File: src/rtl/pdm_pkg.sv
// Shared constants and helpers for the PDM-to-PCM CIC decimator.
// Exports CIC_ORDER, PCM_W, cic_width() and pdm_to_signed().
package pdm_pkg;

  localparam int CIC_ORDER = 3;
  localparam int PCM_W = 16;

  function automatic int cic_width(input int decim);
    return 2 + CIC_ORDER * $clog2(decim);
  endfunction

  function automatic logic signed [1:0] pdm_to_signed(
    input logic b
  );
    return b ? 2'sb01 : 2'sb11;
  endfunction

endpackage

File: src/rtl/cic_integrator.sv
// One enabled, wrapping accumulator stage of the CIC integrator chain.
// Ports: clk, rst (async active-low), en, din[W-1:0], acc[W-1:0].
module cic_integrator #(
  parameter int W = 20
) (
  input  logic         clk,
  input  logic         rst,
  input  logic         en,
  input  logic [W-1:0] din,
  output logic [W-1:0] acc
);

  always_ff @(posedge clk or negedge rst) begin
    if (!rst) begin
      acc <= '0;
    end else if (en) begin
      acc <= acc + din;
    end
  end

endmodule

File: src/rtl/pdm_cic_decim.sv
// 3rd-order CIC decimator turning a 1-bit PDM stream into 16-bit PCM.
// Ports: clk, rst (async active-low), pdm_din, din_valid,
// pcm_dout[15:0], pcm_valid. Macro PCM_SAT_EN clips before slicing.
module pdm_cic_decim
  import pdm_pkg::*;
#(
  parameter int DECIM = 64
) (
  input  logic             clk,
  input  logic             rst,
  input  logic             pdm_din,
  input  logic             din_valid,
  output logic [PCM_W-1:0] pcm_dout,
  output logic             pcm_valid
);

  localparam int W = cic_width(DECIM);
  localparam int CW = $clog2(DECIM);
  localparam int SH = W - PCM_W - 1;
  localparam logic [CW-1:0] LAST = CW'(DECIM - 1);

  logic signed [1:0] step;
  logic [W-1:0] x;
  logic [W-1:0] i1;
  logic [W-1:0] i2;
  logic [W-1:0] i3;

  assign step = pdm_to_signed(pdm_din);
  assign x = {{(W-1){step[1]}}, step[0]};

  cic_integrator #(.W(W)) u_int1 (
    .clk (clk),
    .rst (rst),
    .en  (din_valid),
    .din (x),
    .acc (i1)
  );

  cic_integrator #(.W(W)) u_int2 (
    .clk (clk),
    .rst (rst),
    .en  (din_valid),
    .din (i1),
    .acc (i2)
  );

  cic_integrator #(.W(W)) u_int3 (
    .clk (clk),
    .rst (rst),
    .en  (din_valid),
    .din (i2),
    .acc (i3)
  );

  logic [CW-1:0] cnt;
  logic frame_end;

  assign frame_end = din_valid && (cnt == LAST);

  always_ff @(posedge clk or negedge rst) begin
    if (!rst) begin
      cnt <= '0;
    end else if (din_valid) begin
      cnt <= frame_end ? '0 : cnt + CW'(1);
    end
  end

  // Decimation point: capture the last integrator once per frame.
  logic dec_stb;
  logic [W-1:0] dec_val;

  always_ff @(posedge clk or negedge rst) begin
    if (!rst) begin
      dec_stb <= 1'b0;
      dec_val <= '0;
    end else begin
      dec_stb <= frame_end;
      if (frame_end) begin
        dec_val <= i3;
      end
    end
  end

  logic [W-1:0] d1;
  logic [W-1:0] d2;
  logic [W-1:0] d3;
  logic [W-1:0] c1;
  logic [W-1:0] c2;
  logic [PCM_W-1:0] pcm_next;

`ifdef PCM_SAT_EN
  // Top bit plus the slice; the top two bits disagree on overflow.
  logic [PCM_W:0] top;

  always_comb begin
    c1 = dec_val - d1;
    c2 = c1 - d2;
    top = (PCM_W+1)'((c2 - d3) >> SH);
    pcm_next = top[PCM_W-1:0];
    if (top[PCM_W] != top[PCM_W-1]) begin
      pcm_next = top[PCM_W] ? {1'b1, {(PCM_W-1){1'b0}}}
                            : {1'b0, {(PCM_W-1){1'b1}}};
    end
  end
`else
  always_comb begin
    c1 = dec_val - d1;
    c2 = c1 - d2;
    pcm_next = PCM_W'((c2 - d3) >> SH);
  end
`endif

  logic [PCM_W-1:0] comb_pcm;
  logic comb_stb;
  logic [1:0] warm;

  always_ff @(posedge clk or negedge rst) begin
    if (!rst) begin
      d1 <= '0;
      d2 <= '0;
      d3 <= '0;
      comb_pcm <= '0;
      comb_stb <= 1'b0;
      warm <= 2'd0;
    end else begin
      comb_stb <= 1'b0;
      if (dec_stb) begin
        d1 <= dec_val;
        d2 <= c1;
        d3 <= c2;
        comb_pcm <= pcm_next;
        // First three frames only prime the comb delays.
        if (warm == 2'd3) begin
          comb_stb <= 1'b1;
        end else begin
          warm <= warm + 2'd1;
        end
      end
    end
  end

  always_ff @(posedge clk or negedge rst) begin
    if (!rst) begin
      pcm_dout <= '0;
      pcm_valid <= 1'b0;
    end else begin
      pcm_valid <= comb_stb;
      if (comb_stb) begin
        pcm_dout <= comb_pcm;
      end
    end
  end

endmodule

File: config.mk
export PLATFORM = sky130hd
export DESIGN_NAME = pdm_cic_decim
export DESIGN_NICKNAME = d
export VERILOG_FILES = /design/src/rtl/pdm_pkg.sv /design/src/rtl/cic_integrator.sv /design/src/rtl/pdm_cic_decim.sv
export SDC_FILE = /design/constraint.sdc
export NUM_CORES = 1
export LEC_CHECK = 0
export CAP_MARGIN = 25
export CORE_MARGIN = 5
export CORE_UTILIZATION = 68
export CTS_BUF_LIST = sky130_fd_sc_hd__clkbuf_4 sky130_fd_sc_hd__clkbuf_8 sky130_fd_sc_hd__clkbuf_16
export DETAILED_ROUTE_END_ITERATION = 16
export GPL_TIMING_DRIVEN = 0
export HOLD_SLACK_MARGIN = 0.08
export PLACE_DENSITY = 0.86
export SYNTH_ARGS = -nofsm -noshare
export SYNTH_HDL_FRONTEND = slang
export SYNTH_SLANG_ARGS = --single-unit
File: constraint.sdc
create_clock -name clk -period 7.6 [get_ports clk]
set_input_delay 2.28 -clock clk [delete_from_list [all_inputs] [get_ports clk]]
set_output_delay 2.28 -clock clk [all_outputs]
set_load 0.03 [all_outputs]
**Yosys cells after proc, flatten, opt, wreduce, memory -nomap -nowiden**

Cells that the tools add are included.

- Divide/modulo/power cells: 0
- $lt $le $gt $ge: 0
- Mux-type cells: 4
- Shifts and indexed selects: 0
- Multiply operators: 0
- Add/sub/neg operators: 8
- Bitwise gates (word level): 1
- Equality and inequality tests: 2
- Reduce and logical (&&, ||, !) cells: 2

Operators with widths:

| operator | count |
|---|---|
| 20-bit adder | 3 |
| 19-bit subtractor | 3 |
| 6-bit by 1-bit adder with 6-bit output (second input constant) | 1 |
| 6-bit == test (second input constant) | 1 |
| 6-bit two-way mux | 1 |
| 2-bit by 1-bit adder with 2-bit output (second input constant) | 1 |
| 2-bit == test (second input constant) | 1 |
| 1-bit two-way mux | 2 |
| 2-bit two-way mux | 1 |
| 2-bit AND reduction | 1 |
| 1-bit logical AND | 1 |
| 1-bit NOT | 1 |

- Output and inout port bits: 17
- ROM bits: 0
- Bits of input ports: 4
- Latch bits: 0
- Memories kept: 0
- Logic and storage cells: 31
- Bits in writable memories: 0
- Flip-flop bits (word level): 179

**Depth between registers and ports, before layout**

- Word-level depth: 3
- Gate-level depth with buffers: 26
- Gate-level depth less buffers: 26

**By module**

Synthesis repeated with hierarchy kept, for this count alone.

- Cells, all modules: 1236
- Area total of the unflattened synthesis: 11964.0 sq um

Modules (own cells, without submodules):

| module | sequential area each (sq um) | instances | area an instance (sq um) | cells each |
|---|---|---|---|---|
| pdm_cic_decim | 2977.9 | 1 | 6762.7 | 678 |
| cic_integrator (u_int2 ...) | 500.5 | 2 | 1725.4 | 186 |
| cic_integrator (u_int1) | 500.5 | 1 | 1750.4 | 186 |

**Least setup slack after synthesis**

Ideal clock, no wire load.

- Path type: reg2reg
- Start point: register d1[1]
- End point: register comb_pcm[15]
- Stages on the path, launching flop included: 26
- Arrival: 4.808 ns
- Period minus slack after synthesis: 4.942 ns
- Path buffers: 0
- Setup time: 0.133 ns
- Slack: 2.658 ns
- Data required time: 7.467 ns
- Cell sequence: dfrtp_1 > inv_1 > ha_1 > nor2b_1 > o21ai_1 > a21boi_1 > o21ai_1 > a21oi_1 > o21a_1 > nor2_1 > xnor2_1 > ha_1 > or4_1 > or2_2 > a41oi_1 > xnor2_1 > ha_1 > a21o_1 > a21oi_1 > o21ai_0 > a31oi_1 > a21oi_1 > or4_1 > nand3_1 > xor2_1 > a21oi_1

- Longest elaborated chain between the ends: 3

RTL lines:

| what | line | source |
|---|---|---|
| from (decl) | pdm_cic_decim.sv:84 | `logic [W-1:0] d1;` |
| from (signal assigned) | pdm_cic_decim.sv:128 | `d1 <= dec_val;` |
| 19-bit subtractor | pdm_cic_decim.sv:107 | `c1 = dec_val - d1;` |
| named net c1[7] | pdm_cic_decim.sv:87 | `logic [W-1:0] c1;` |
| 19-bit subtractor | pdm_cic_decim.sv:108 | `c2 = c1 - d2;` |
| named net c2[10] | pdm_cic_decim.sv:88 | `logic [W-1:0] c2;` |
| 19-bit subtractor | pdm_cic_decim.sv:109 | `pcm_next = PCM_W'((c2 - d3) >> SH);` |
| to (signal assigned) | pdm_cic_decim.sv:131 | `comb_pcm <= pcm_next;` |
| to (decl) | pdm_cic_decim.sv:113 | `logic [PCM_W-1:0] comb_pcm;` |

The timed path passes the listed nets, and every way through them passes these cells.
A chain may end at the register's enable or synchronous reset.

**Final worst setup path**

Same ends and word-level chain as after synthesis.

==> impl_metrics.prom <==
# TYPE chip_impl_metric gauge
chip_impl_metric{name="numClockSinks",unit=""} 176
chip_impl_metric{name="detailedPlacementHpwl",unit="mm"} 16.8
chip_impl_metric{name="cts_hold_buf",unit=""} 0
chip_impl_metric{name="async_reset_ff_frac",unit=""} 1.00
chip_impl_metric{name="synth.net_count",unit=""} 1260
chip_impl_metric{name="synth_enable_flop_cells",unit=""} 0
chip_impl_metric{name="min_period",unit="ns"} 5.62
chip_impl_metric{name="max_freq",unit="GHz"} 0.178
chip_impl_metric{name="die-area",unit="sq um"} 19200
chip_impl_metric{name="setup_skew",unit="ns"} 0.0100
chip_impl_metric{name="grt_pass1_wl",unit="mm"} 39.9
chip_impl_metric{name="timing.critical_path.required",unit="ns"} 7.89
chip_impl_metric{name="syn_avg_cell_area",unit="sq um"} 9.86
chip_impl_metric{name="drv_cap",unit=""} 0
chip_impl_metric{name="final_net_count",unit=""} 1299
chip_impl_metric{name="postPlaceCellArea",unit="sq um"} 11800
chip_impl_info{name="worst_setup_path_startpoint",value="d1[1]"} 1
chip_impl_metric{name="post_cts.resized_instances",unit=""} 0
chip_impl_metric{name="max-clock-path-buffers",unit=""} 2
chip_impl_metric{name="route.detailed.wl_per_inst",unit="microns"} 16.3
chip_impl_metric{name="grt_pass1_vias",unit=""} 8600
chip_impl_metric{name="groute.layer.met2.usage",unit=""} 0.454
chip_impl_metric{name="portBuffers",unit=""} 19
chip_impl_metric{name="synthesis.yosys.warnings",unit=""} 0
chip_impl_metric{name="post-cts-setup-buffer-count",unit=""} 0
chip_impl_metric{name="dieWidth",unit="microns"} 139
chip_impl_metric{name="grt_util_all_layers",unit=""} 0.247
chip_impl_metric{name="finish.utilization",unit=""} 0.754
chip_impl_metric{name="area_added_between_synthesis_and_finish",unit="%"} 9.76
chip_impl_metric{name="grt_max_degree",unit=""} 97
chip_impl_metric{name="numPlacedInstances",unit=""} 1383
chip_impl_info{name="clock_tree_from_tritoncts",value="yes"} 1
chip_impl_metric{name="seq_area",unit="sq um"} 4400
chip_impl_info{name="status",value="finished clean"} 1
chip_impl_metric{name="finalSetupTns",unit="ns"} 0
chip_impl_metric{name="route.detailed.drc",unit=""} 0
chip_impl_metric{name="layout-drive-gt1-share",unit=""} 0.124
chip_impl_info{name="synthTopCellsByArea",value="dfrtp_1 (39%), ha_1 (12%), mux2_2 (9.8%)"} 1
chip_impl_info{name="cts_root_buf",value="clkbuf_16"} 1
chip_impl_metric{name="met3_usage",unit=""} 0.0352
chip_impl_metric{name="postSynthRegisterBits",unit=""} 176
chip_impl_info{name="hold_path_startpoint",value="comb_stb"} 1
chip_impl_info{name="yosys.area.top_type",value="dfrtp_1"} 1
chip_impl_metric{name="use_met1",unit=""} 0.290
chip_impl_info{name="cpMostUsedCell",value="a21oi_1"} 1
chip_impl_metric{name="initial_utilization",unit=""} 0.687
chip_impl_metric{name="hold_violations",unit=""} 0
chip_impl_metric{name="coreArea",unit="sq um"} 16400
chip_impl_metric{name="core.rowCount",unit=""} 47
chip_impl_metric{name="synth.top_cell.area_share",unit=""} 0.391
chip_impl_metric{name="clock_insertion_delay_worst_skew",unit="ns"} 0.44
chip_impl_metric{name="cts-htree-levels",unit=""} 4
chip_impl_metric{name="maxSlewHeadroom",unit=""} 0.512
chip_impl_info{name="criticalPathCategory",value="register to register"} 1
chip_impl_metric{name="synthesis.area",unit="sq um"} 11300
chip_impl_info{name="r2r-start",value="d1[1]"} 1
chip_impl_metric{name="detailedRoute.firstIterationViolations",unit=""} 533
chip_impl_metric{name="multi_input_comb_area",unit="sq um"} 6440
chip_impl_metric{name="max_slew_violation_total_from_the_final_report",unit=""} 0
chip_impl_metric{name="synth-seq-area-share",unit=""} 0.391
chip_impl_metric{name="routed-via-count",unit=""} 8407
chip_impl_info{name="worst_path_max_delay_cell",value="or4_1"} 1
chip_impl_metric{name="tightest_slew",unit="ns"} 0.731
chip_impl_info{name="worst_setup_path_start_kind",value="register"} 1
chip_impl_metric{name="worstPathArrival",unit="ns"} 5.91
chip_impl_metric{name="final_cell_area",unit="sq um"} 12400
chip_impl_metric{name="final_cell_count_no_fill",unit=""} 1415
chip_impl_metric{name="postRouteWirelength",unit="mm"} 23.0
chip_impl_metric{name="cp_max_fo",unit=""} 4
chip_impl_info{name="timing.critical_path.to_type",value="register"} 1
chip_impl_metric{name="ios",unit=""} 21
chip_impl_metric{name="drtPass1Iterations",unit=""} 8
chip_impl_metric{name="critical_path.max_stage_delay",unit="ns"} 0.54
chip_impl_metric{name="globalRoute.totalOverflow",unit=""} 0
chip_impl_metric{name="setup-violations-final",unit=""} 0
chip_impl_info{name="unrepaired_setup_endpoints_after_global_routing",value="no"} 1
chip_impl_metric{name="die_y",unit="microns"} 139
chip_impl_metric{name="clock_transition_at_the_register_clock_pins_on_the_worst_setup_and_hold_paths_after_cts",unit="ns"} 0.07
chip_impl_metric{name="globalplace.congestion",unit=""} 0.894
chip_impl_info{name="grt-busiest-layer",value="met2"} 1
chip_impl_metric{name="routed_via_density",unit=""} 5.94
chip_impl_info{name="synthMostInstantiatedCell",value="dfrtp_1"} 1
chip_impl_metric{name="min_period_over_period",unit=""} 0.739
chip_impl_metric{name="cts_made_buffers",unit=""} 17
chip_impl_metric{name="antenna_cells",unit=""} 0
chip_impl_metric{name="antenna_found_initial",unit=""} 0
chip_impl_info{name="worstHoldPathType",value="register to register"} 1
chip_impl_metric{name="ant_nets",unit=""} 0
chip_impl_metric{name="netlist_instances",unit=""} 1143
chip_impl_info{name="ys.flop_type",value="dfrtp_1"} 1
chip_impl_metric{name="number_of_unique_standard_cell_types_used_by_synthesis",unit=""} 58
chip_impl_metric{name="nFillCells",unit=""} 1054
chip_impl_info{name="synth_commonest_cells",value="dfrtp_1 (176), ha_1 (108), mux2_2 (98)"} 1
metrics by stage:
stage	hold WS, ns	setup slack [ns]
CTS	0.389	2.02
global route	0.405	1.59
finish	0.389	1.98
floorplan	0.352	2.66
global placement	0.356	-2.85
detailed placement	0.371	2.05
registers in the layout, indices dropped and copies added, names as in the netlist, 2 cells and up:
name / flops
dec_val: 19
u_int1.acc: 19
comb_pcm: 16
d1: 19
cnt: 6
u_int2.acc: 19
warm: 2
u_int3.acc: 19
d3: 19
pcm_dout: 16
d2: 19
cell usage in the layout (no fill, tap or decap), types with 6 or more instances in the layout:
master           Yosys  layout
dfrtp_1            176     176
xor2_1              21      21
mux2i_1              6       6
a31oi_1             12      12
inv_1               87      87
o21bai_1             9       9
clkbuf_1            19      19
ha_1               108     108
and2_1               6       6
nand2_1             78      78
a21oi_1             73      73
nor2_1              61      61
nor2b_1             22      22
o21ai_0             89      89
nand3_1             25      25
nand2b_1            13      13
o21a_1              13      13
xnor2_1             67      67
clkdlybuf4s50_1      0      18
nor3_1              18      18
o21ai_1              7       7
buf_1                6       6
nand4_1              6       6
or3_1               10      10
mux2_2              98      98
clkbuf_16            0      17
o31ai_1              7       7
and3_1               9       9
a21o_1              36      36
kinds of logic after synthesis:
kind of cell,Yosys count,share of synthesized area
and+or+nand+nor,263,0.112
xor gates and xnor gates,89,0.0705
DFF,176,0.391
AOI/OAI and AO/OA,285,0.157
adders and majority gates,113,0.129
buffers and inverters,113,0.0376
muxes,104,0.103
layer usage:
metal / share of wire / vias to the layer above
met5: 0 / -
met4: 0.034 / 0
met3: 0.030 / 66
met2: 0.52 / 177
met1: 0.41 / 4052
li1: - / 4112
worst paths after layout:
path                       slack [ns]           end  depth (start not counted)
hold / removal                   0.39     pcm_valid                          0
max in group asynchronous        4.90   dec_val[15]                          2
setup / recovery                 1.98  comb_pcm[15]                         25
hold reg to reg                  0.39     pcm_valid                          0
min in group asynchronous        1.82         d2[1]                          1
setup reg to reg                 1.98  comb_pcm[15]                         25
layout make-up:
cell class	instances	area share
Clock buffer	18	0.0350
Buffer	25	0.00759
Clock inverter	14	0.0137
Timing Repair Buffer	20	0.0180
Sequential cell	176	0.356
Multi-Input combinational cell	854	0.521
Tap cell	220	0.0223
Inverter	88	0.0267
critical path, delay by kind of cell, from the launching register on:
family,cells,cell delay (ns)
DFF,1,0.40
buffers and inverters,1,0.08
AOI/OAI and AO/OA,12,2.04
adders and majority gates,3,0.77
and+or+nand+nor,6,1.72
xor gates and xnor gates,3,0.47
Power is left out: the tool's default activity adds up to more than one toggle a clock period on the data nets, which glitch-free logic cannot reach.
